$ cat config.mk
export PLATFORM = sky130hd
export DESIGN_NAME = stack_ctrl_flat
export DESIGN_NICKNAME = d
export VERILOG_FILES = /design/src/rtl/stack_ctrl_if.sv /design/src/rtl/stack_ctrl.sv /design/src/flat_wrapper.sv
export SDC_FILE = /design/constraint.sdc
export NUM_CORES = 1
export LEC_CHECK = 0
export BUFFER_PORTS_ARGS = -buffer_cell sky130_fd_sc_hd__clkbuf_2
export CELL_PAD_IN_SITES_DETAIL_PLACEMENT = 2
export CELL_PAD_IN_SITES_GLOBAL_PLACEMENT = 2
export CORE_MARGIN = 5
export CORE_UTILIZATION = 28
export DETAILED_ROUTE_END_ITERATION = 7
export HOLD_SLACK_MARGIN = 0.08
export PLACE_DENSITY_LB_ADDON = 0.1
export REMOVE_ABC_BUFFERS = 1
export SYNTH_ARGS = -nofsm -noshare
export SYNTH_HDL_FRONTEND = slang
export SYNTH_SLANG_ARGS = --single-unit
$ cat constraint.sdc
create_clock -name clk -period 2.8 [get_ports clk]
set_input_delay 0.14 -clock clk [delete_from_list [all_inputs] [get_ports clk]]
set_output_delay 0.14 -clock clk [all_outputs]
set_load 0.05 [all_outputs]
$ cat src/rtl/stack_ctrl_if.sv
// Data-memory port shared by the stack controller (master) and the memory (slave).
// Strobes are held until mem_ack; mem_rdata is valid only while mem_ack is high.
interface stack_ctrl_if #(
   parameter int DATA_W = 16,
   parameter int ADDR_W = 16
);
   logic [ADDR_W-1:0] mem_addr;
   logic [DATA_W-1:0] mem_wdata;
   logic [DATA_W-1:0] mem_rdata;
   logic              mem_we;
   logic              mem_re;
   logic              mem_ack;

   modport master (
      output mem_addr, mem_wdata, mem_we, mem_re,
      input  mem_rdata, mem_ack
   );

   modport slave (
      input  mem_addr, mem_wdata, mem_we, mem_re,
      output mem_rdata, mem_ack
   );
endinterface

$ cat src/rtl/stack_ctrl.sv
// Hardware stack sequencer: owns SP, turns push/pop requests into one
// handshaked data-memory access each, rejects overflow/underflow up front.
//
// state   | meaning
// --------+----------------------------------------------------------
// S_IDLE  | waiting; honours sp_load, then push_req, then pop_req
// S_WRITE | mem_we held at sp-1 until mem_ack, then SP decrements
// S_READ  | mem_re held at sp until mem_ack, then SP increments
// S_DONE  | one-cycle done pulse (plus overflow/underflow if rejected)
module stack_ctrl #(
   parameter int                DATA_W      = 16,
   parameter int                ADDR_W      = 16,
   parameter logic [ADDR_W-1:0] STACK_BASE  = 16'hFFFE,
   parameter logic [ADDR_W-1:0] STACK_LIMIT = 16'hFF00
) (
   input  logic              clk,
   input  logic              rst_b,
   input  logic              push_req,
   input  logic              pop_req,
   input  logic [DATA_W-1:0] push_data,
   input  logic              sp_load,
   input  logic [ADDR_W-1:0] sp_load_val,
   output logic              push_done,
   output logic              pop_done,
   output logic [DATA_W-1:0] pop_out,
   output logic              overflow,
   output logic              underflow,
   output logic [ADDR_W-1:0] sp,
   output logic              empty,
   output logic              full,
   output logic              busy,
   stack_ctrl_if.master      mem
);

   localparam logic [ADDR_W-1:0] ONE      = {{(ADDR_W-1){1'b0}}, 1'b1};
   localparam logic [ADDR_W-1:0] SP_EMPTY = STACK_BASE + ONE;

   typedef enum logic [1:0] {
      S_IDLE  = 2'd0,
      S_WRITE = 2'd1,
      S_READ  = 2'd2,
      S_DONE  = 2'd3
   } state_t;

   state_t            state_q;
   state_t            state_d;
   logic [ADDR_W-1:0] sp_q;
   logic [DATA_W-1:0] pop_out_q;
   logic [ADDR_W-1:0] addr_q;
   logic [DATA_W-1:0] wdata_q;
   logic              op_push_q;
   logic              op_err_q;

   assign empty         = (sp_q == SP_EMPTY);
   assign full          = (sp_q == STACK_LIMIT);
   assign sp            = sp_q;
   assign pop_out       = pop_out_q;
   assign mem.mem_addr  = addr_q;
   assign mem.mem_wdata = wdata_q;

   // State register; reset abandons any access in flight.
   always_ff @(posedge clk) begin
      if (rst_b) state_q <= S_IDLE;
      else       state_q <= state_d;
   end

   // Next-state: IDLE priority is sp_load > push > pop; rejects skip memory.
   always_comb begin
      state_d = state_q;
      case (state_q)
         S_IDLE: begin
            if (sp_load)       state_d = S_IDLE;
            else if (push_req) state_d = full  ? S_DONE : S_WRITE;
            else if (pop_req)  state_d = empty ? S_DONE : S_READ;
         end
         S_WRITE: if (mem.mem_ack) state_d = S_DONE;
         S_READ:  if (mem.mem_ack) state_d = S_DONE;
         S_DONE:  state_d = S_IDLE;
         default: state_d = S_IDLE;
      endcase
   end

   // Outputs decoded from state; strobes are mutually exclusive by construction.
   always_comb begin
      busy       = 1'b0;
      mem.mem_we = 1'b0;
      mem.mem_re = 1'b0;
      push_done  = 1'b0;
      pop_done   = 1'b0;
      overflow   = 1'b0;
      underflow  = 1'b0;
      case (state_q)
         S_WRITE: begin
            busy       = 1'b1;
            mem.mem_we = 1'b1;
         end
         S_READ: begin
            busy       = 1'b1;
            mem.mem_re = 1'b1;
         end
         S_DONE: begin
            busy      = 1'b1;
            push_done = op_push_q;
            pop_done  = ~op_push_q;
            overflow  = op_push_q & op_err_q;
            underflow = ~op_push_q & op_err_q;
         end
         default: ;
      endcase
   end

   // Datapath: SP, request address/data latch, op flags and popped word.
   always_ff @(posedge clk) begin
      if (rst_b) begin
         sp_q      <= SP_EMPTY;
         pop_out_q <= '0;
         addr_q    <= '0;
         wdata_q   <= '0;
         op_push_q <= 1'b0;
         op_err_q  <= 1'b0;
      end else begin
         case (state_q)
            S_IDLE: begin
               if (sp_load) begin
                  sp_q <= sp_load_val;
               end else if (push_req) begin
                  op_push_q <= 1'b1;
                  op_err_q  <= full;
                  if (!full) begin
                     addr_q  <= sp_q - ONE;
                     wdata_q <= push_data;
                  end
               end else if (pop_req) begin
                  op_push_q <= 1'b0;
                  op_err_q  <= empty;
                  if (!empty) addr_q <= sp_q;
               end
            end
            S_WRITE: begin
               if (mem.mem_ack) sp_q <= sp_q - ONE;
            end
            S_READ: begin
               if (mem.mem_ack) begin
                  sp_q      <= sp_q + ONE;
                  pop_out_q <= mem.mem_rdata;
               end
            end
            default: ;
         endcase
      end
   end

endmodule

$ cat src/flat_wrapper.sv
// flat-port wrapper written by rule: the top's interface ports become plain ports
module stack_ctrl_flat 
#(
   parameter int                DATA_W      = 16,
   parameter int                ADDR_W      = 16,
   parameter logic [ADDR_W-1:0] STACK_BASE  = 16'hFFFE,
   parameter logic [ADDR_W-1:0] STACK_LIMIT = 16'hFF00
)
  (clk, rst_b, push_req, pop_req, push_data, sp_load, sp_load_val, push_done, pop_done, pop_out, overflow, underflow, sp, empty, full, busy, mem_mem_addr, mem_mem_wdata, mem_mem_we, mem_mem_re, mem_mem_rdata, mem_mem_ack);
  stack_ctrl_if #(.DATA_W(DATA_W), .ADDR_W(ADDR_W)) mem_i ();
  input  logic clk;
  input  logic rst_b;
  input  logic push_req;
  input  logic pop_req;
  input  logic [DATA_W-1:0] push_data;
  input  logic sp_load;
  input  logic [ADDR_W-1:0] sp_load_val;
  output logic push_done;
  output logic pop_done;
  output logic [DATA_W-1:0] pop_out;
  output logic overflow;
  output logic underflow;
  output logic [ADDR_W-1:0] sp;
  output logic empty;
  output logic full;
  output logic busy;
  output wire logic [$bits(mem_i.mem_addr)-1:0] mem_mem_addr;
  output wire logic [$bits(mem_i.mem_wdata)-1:0] mem_mem_wdata;
  output wire logic [$bits(mem_i.mem_we)-1:0] mem_mem_we;
  output wire logic [$bits(mem_i.mem_re)-1:0] mem_mem_re;
  input wire logic [$bits(mem_i.mem_rdata)-1:0] mem_mem_rdata;
  input wire logic [$bits(mem_i.mem_ack)-1:0] mem_mem_ack;
  assign mem_mem_addr = mem_i.mem_addr;
  assign mem_mem_wdata = mem_i.mem_wdata;
  assign mem_mem_we = mem_i.mem_we;
  assign mem_mem_re = mem_i.mem_re;
  assign mem_i.mem_rdata = mem_mem_rdata;
  assign mem_i.mem_ack = mem_mem_ack;
  stack_ctrl #(.DATA_W(DATA_W), .ADDR_W(ADDR_W), .STACK_BASE(STACK_BASE), .STACK_LIMIT(STACK_LIMIT)) u_core (.clk(clk), .rst_b(rst_b), .push_req(push_req), .pop_req(pop_req), .push_data(push_data), .sp_load(sp_load), .sp_load_val(sp_load_val), .push_done(push_done), .pop_done(pop_done), .pop_out(pop_out), .overflow(overflow), .underflow(underflow), .sp(sp), .empty(empty), .full(full), .busy(busy), .mem(mem_i));
endmodule
After elaboration in Yosys (flattened, before gate mapping)
Index checks and enable logic that the tools add are counted.

Input bits: 54. Output and inout port bits: 73. Bits in registers: 68. Logic and storage cells: 63.

Eq/ne operators: 12. Reductions and logical operators: 11. Muxes and demuxes: 26. Bitwise operators: 5. $add $sub $neg: 2.

Operators by type and width (number): 2-to-1 mux 16 bit (7); case mux 16 bit (3 select lines) (1); equality test 16 bit, second input constant (2); adder 16 x 1 -> 16 bit, second input constant (1); subtractor 16 x 1 -> 16 bit, second input constant (1); 2-to-1 mux 1 bit (12); 2-to-1 mux 2 bit (5); inequality test 2 bit, second input constant (5); AND reduction 4 bit (2); case mux 2 bit (3 select lines) (1); AND reduction 5 bit (1); equality test 2 bit, second input constant (2); inequality test 4 bit, second input constant (1); AND reduction 2 bit (2); NOT 1 bit (3); AND reduction 3 bit (1); nonzero test 3 bit (1); OR reduction 3 bit (1); bitwise AND 1 bit (2); equality test 2 x 1 -> 1 bit, second input constant (1); logical NOT 2 bit (1); inequality test 2 x 1 -> 1 bit, second input constant (1); nonzero test 2 bit (1); OR reduction 2 bit (1).

Longest topological paths before layout
Depth in word-level cells: 6. Mapped depth: 10. Depth with buffers taken out: 7.

Worst setup path before layout
Ideal clock, no wire load.

Path type: register -> register. Start point: register u_core.sp_q[0], in the netlist u_core.sp[0]. End point: register u_core.sp_q[14], in the netlist u_core.sp[14]. Setup time: 0.121 ns. Path buffers: 2. Data arrival time: 2.481 ns. Cell stages (with the launch flop): 10. Path slack: 0.198 ns. Period minus slack after synthesis: 2.602 ns. Cell sequence: dfxtp_1 clkbuf_1 inv_1 ha_1 clkbuf_1 nand2b_1 or4b_2 xnor2_1 a221oi_1 o21bai_1.

Longest elaborated chain between the ends: 3. Elaborated cells on any way between the ends: 5. Those cells by class: 2 x add/sub; 3 x mux.

Ends and longest elaborated chain: from (decl) (line stack_ctrl.sv:47) `logic [ADDR_W-1:0] sp_q;`; from (signal assigned) (line stack_ctrl.sv:125) `sp_q <= sp_load_val;`; from (signal assigned) (line stack_ctrl.sv:140) `if (mem.mem_ack) sp_q <= sp_q - ONE;`; from (signal assigned) (line stack_ctrl.sv:144) `sp_q <= sp_q + ONE;`; adder 16 x 1 -> 16 bit / subtractor 16 x 1 -> 16 bit (equally long branches) (line stack_ctrl.sv:144, stack_ctrl.sv:140); 2-to-1 mux 16 bit, on equally long branches (line stack_ctrl.sv:143, stack_ctrl.sv:140); case mux 16 bit (3 select lines) (*) (line stack_ctrl.sv:122) `case (state_q)`.

Every way passes the cells marked *; elsewhere a longest branch is shown, timed or not. The select of a mux whose other input is x is not followed. A chain may end at the register's enable or synchronous reset.

Worst setup path in the final report
Start point: register u_core.sp_q[10], in the netlist u_core.sp[10]. End point: output port empty.

Longest elaborated chain between the ends: 1.

Ends and longest elaborated chain: equality test 16 bit (line stack_ctrl.sv:54) `assign empty = (sp_q == SP_EMPTY);`; to (decl) (line flat_wrapper.sv:24) `output logic empty;`.

No other way between the ends.

==> impl_results.md <==
* Status: finished, final reports clean
* CP max-delay cell: nor4_1
* Total congestion overflow at 0
* DR DRC count at 0
* Max Fclk at ~380 MHz
* TritonCTS clock tree: yes
* Worst skew pair latency at 0.34 ns
* Final design area excluding fillers at 5370 um2
* Synth Area in Adders at 0.0289
* CTS buffer count at 9
* Crit path DAT at 2.48 ns
* Synthesis warning total at 0
* Num Clock Sinks at ~70
* Row cnt at 43
* Period utilization at 0.936
* Top delay family on crit path: simple AND/OR/NAND/NOR gates
* Post-CTS setup buffers at 0
* Number of global-route vias before repair at a little under 5000
* CP required at roughly 2.7 ns
* Initial Util at 0.283
* Cell Chain, Critical Path: nand4_1 > nor4_1 > and2_1 > clkbuf_2
* Fin util at 0.390
* Cell variety after synth at 56
* Final worst path period need at about 2.6 ns
* Clock buffer depth at 2
* Gate power share at 0.560
* Least-Margin Pin Slew at a little over 1 ns
* Post-synthesis sequential area ratio at 0.350
* Final setup violation count at 0
* CP Capture Type: primary output
* Startpoint types: flip-flop
* Drt first pass iters at 4
* Worst stage delay on the critical path at 0.75 ns
* Pin count of the biggest net entering global routing at 42
* Part of the power in registers at 0.237
* DPL Wire Length at about 11 mm
* #FFs+latches synth at 68
* Design Power at roughly 6000 uW
* Xor-xnor portion of the synthesized cell area at 0.0450
* Filler cell count at about 1600
* Post-synthesis async set-or-reset flop share at 0
* Int Power at roughly 3000 uW
* First-pass GRT wire length at approximately 27 mm
* Cell Area, Synth at between 3000 and 4000 um2
* Most common cell after layout, fill and taps aside: clkbuf_2
* Rel. slew slack at 0.327
* CTS root buffer: clkbuf_16
* Gr usage total at 0.205
* EDFF count, synth at 0
* Worst Clk Skew at approximately 0.0073 ns
* Core area at between 10000 and 15000 um2
* H-tree depth at 3
* PwrDens at approximately 1100 nW/um2
* Mean Syn Cell Area at about 7.8 um2
* Total negative slack at 0 ns
* Max-Cap Viols at 0
* Worst path buffer plus inverter count at 1
* Synthesized instance count at ~500
* # diodes at 0
* Die Span Y at 128 um
* WL per Instance at between 15 and 20 um
* Mux cell area share after synthesis at 0.00257
* DP Area at about 4700 um2
* Switch share at 0.503
* Synth Flop Type: dfxtp_1
* Initial antenna violation count at 0
* Fin. max-slew vios at 0
* P&R area growth vs syn at 37.9%
* Ports at 127
* Initial DRC Count at approximately 150
* Placer Congestion at 0.783
* Placed cell count at 781
* Buffers on Ports at between 100 and 150
* RSZ-0062 raised after global routing: false
* Max VDD drop at roughly 460 uV
* Total die area at about 16000 um2
* Hold crit path type: in2reg
* Finished Layout Cells at 830
* Final net count at ~710
* Routed Antenna Nets at 0
* Final Hold Vio Count at 0
* Fraction of layout cells with a size suffix above 1 at 0.297
* Vias at between 4000 and 5000
* Clock group share of total power at 0.204
* Clock slew at reported path FFs at 0.06 ns
* Die width at 128 um
* LEAKAGE at 0.00222 uW
* Crit Path Max Fanout at 10
* Largest family of logic cells by synthesized area: simple AND/OR/NAND/NOR gates
* Most frequent cells in the layout: clkbuf_2 (126), nand2_1 (89), dfxtp_1 (68), a21oi_1 (44), dlygate4sd3_1 (33)
* Post-synthesis simple-gate area fraction at 0.275
* Compound-cell area share of the yosys netlist at 0.231
* CP Class: reg2out
* Psw at between 3000 and 4000 uW
* Post-Route WL at 16.6 mm
* Vias per inst at ~5.2
-- power groups by stage --
| stage | combinational, uW | clock (uW) | sequential (uW) |
|---|---|---|---|
| floorplan | 1400 | 0 | 2220 |
| global placement | 3310 | 0 | 1450 |
| detailed placement | 3380 | 0 | 1460 |
| CTS | 3440 | 1280 | 1440 |
| global route | 3690 | 1310 | 1480 |
| finish | 3410 | 1240 | 1440 |
-- path summary, 6_finish.rpt --
path         cells past startpoint              start                       to  slack (ns)
min reg2reg                      2  u_core.pop_out[5]        u_core.pop_out[5]        0.46
min                              3     sp_load_val[9]             u_core.sp[9]        0.10
max                              4      u_core.sp[10]                    empty        0.18
max reg2reg                      5      u_core.sp[10]  u_core.mem.mem_addr[14]        0.31
-- metal layers --
metal / share of wire / global-route usage / wire length, um
met5: 0 / 0 / 0
met4: 0.017 / 0.0612 / 287
met3: 0.040 / 0.0263 / 658
met2: 0.48 / 0.360 / 8000
met1: 0.46 / 0.263 / 7640
-- per-stage QoR --
step	setup WS [ns]	hold slack [ns]
floorplan	-0.301	0.209
global placement	0.459	0.365
detailed placement	0.328	0.375
CTS	0.166	0.0941
global route	0.0891	0.123
finish	0.180	0.103
-- timing repair --
action | 4_1_cts | 5_1_grt
gates resized for setup | 0 | 0
endpoints found under the hold margin | 33 | 0
hold buffers | 33 | 0
-- Yosys cell counts, types with 8 or more instances --
master	n	area (um2)
dfxtp_1	68	1360
nor3_1	23	115
and3_1	8	50.1
o21ai_0	19	95.1
xnor2_1	13	114
inv_1	10	37.5
nor3_2	9	90.1
a211oi_1	23	173
nand3_1	13	65.1
nand2_1	89	334
clkbuf_1	36	135
a21oi_1	44	220
nor4_1	8	50.1
ha_1	9	113
nor2_1	19	71.3
-- worst reg2reg max path, cell delays in order, from the launching register on --
cell and delay, ns:
dfxtp_1 0.55, nand4_1 0.29, nor4_1 0.75, a211o_1 0.27
nand2_2 0.22, a211oi_1 0.29
-- layout make-up --
cell class                      count  area, um2  share of cell area
Inverter                           10       37.5             0.00699
Timing Repair Buffer              184       1150               0.214
Clock buffer                       10        229              0.0427
Tap cell                          180        225              0.0420
Multi-Input combinational cell    372       2280               0.424
Clock inverter                      6       88.8              0.0166
Sequential cell                    68       1360               0.254
-- flip-flops by register name, summed over array words and instances, names as in the netlist --
name,flops
u_core.mem.mem_wdata,16
u_core.state_q,2
u_core.sp,16
u_core.pop_out,16
u_core.op_err_q,1
u_core.mem.mem_addr,16
u_core.op_push_q,1
-- cell families after synthesis --
kind of cell | after synthesis
fa+ha+maj | 9
xor+xnor | 20
buf+inv | 59
simple gates | 208
flops | 68
compound gates | 134
mux | 1
Power figures use the tool's default switching activity.
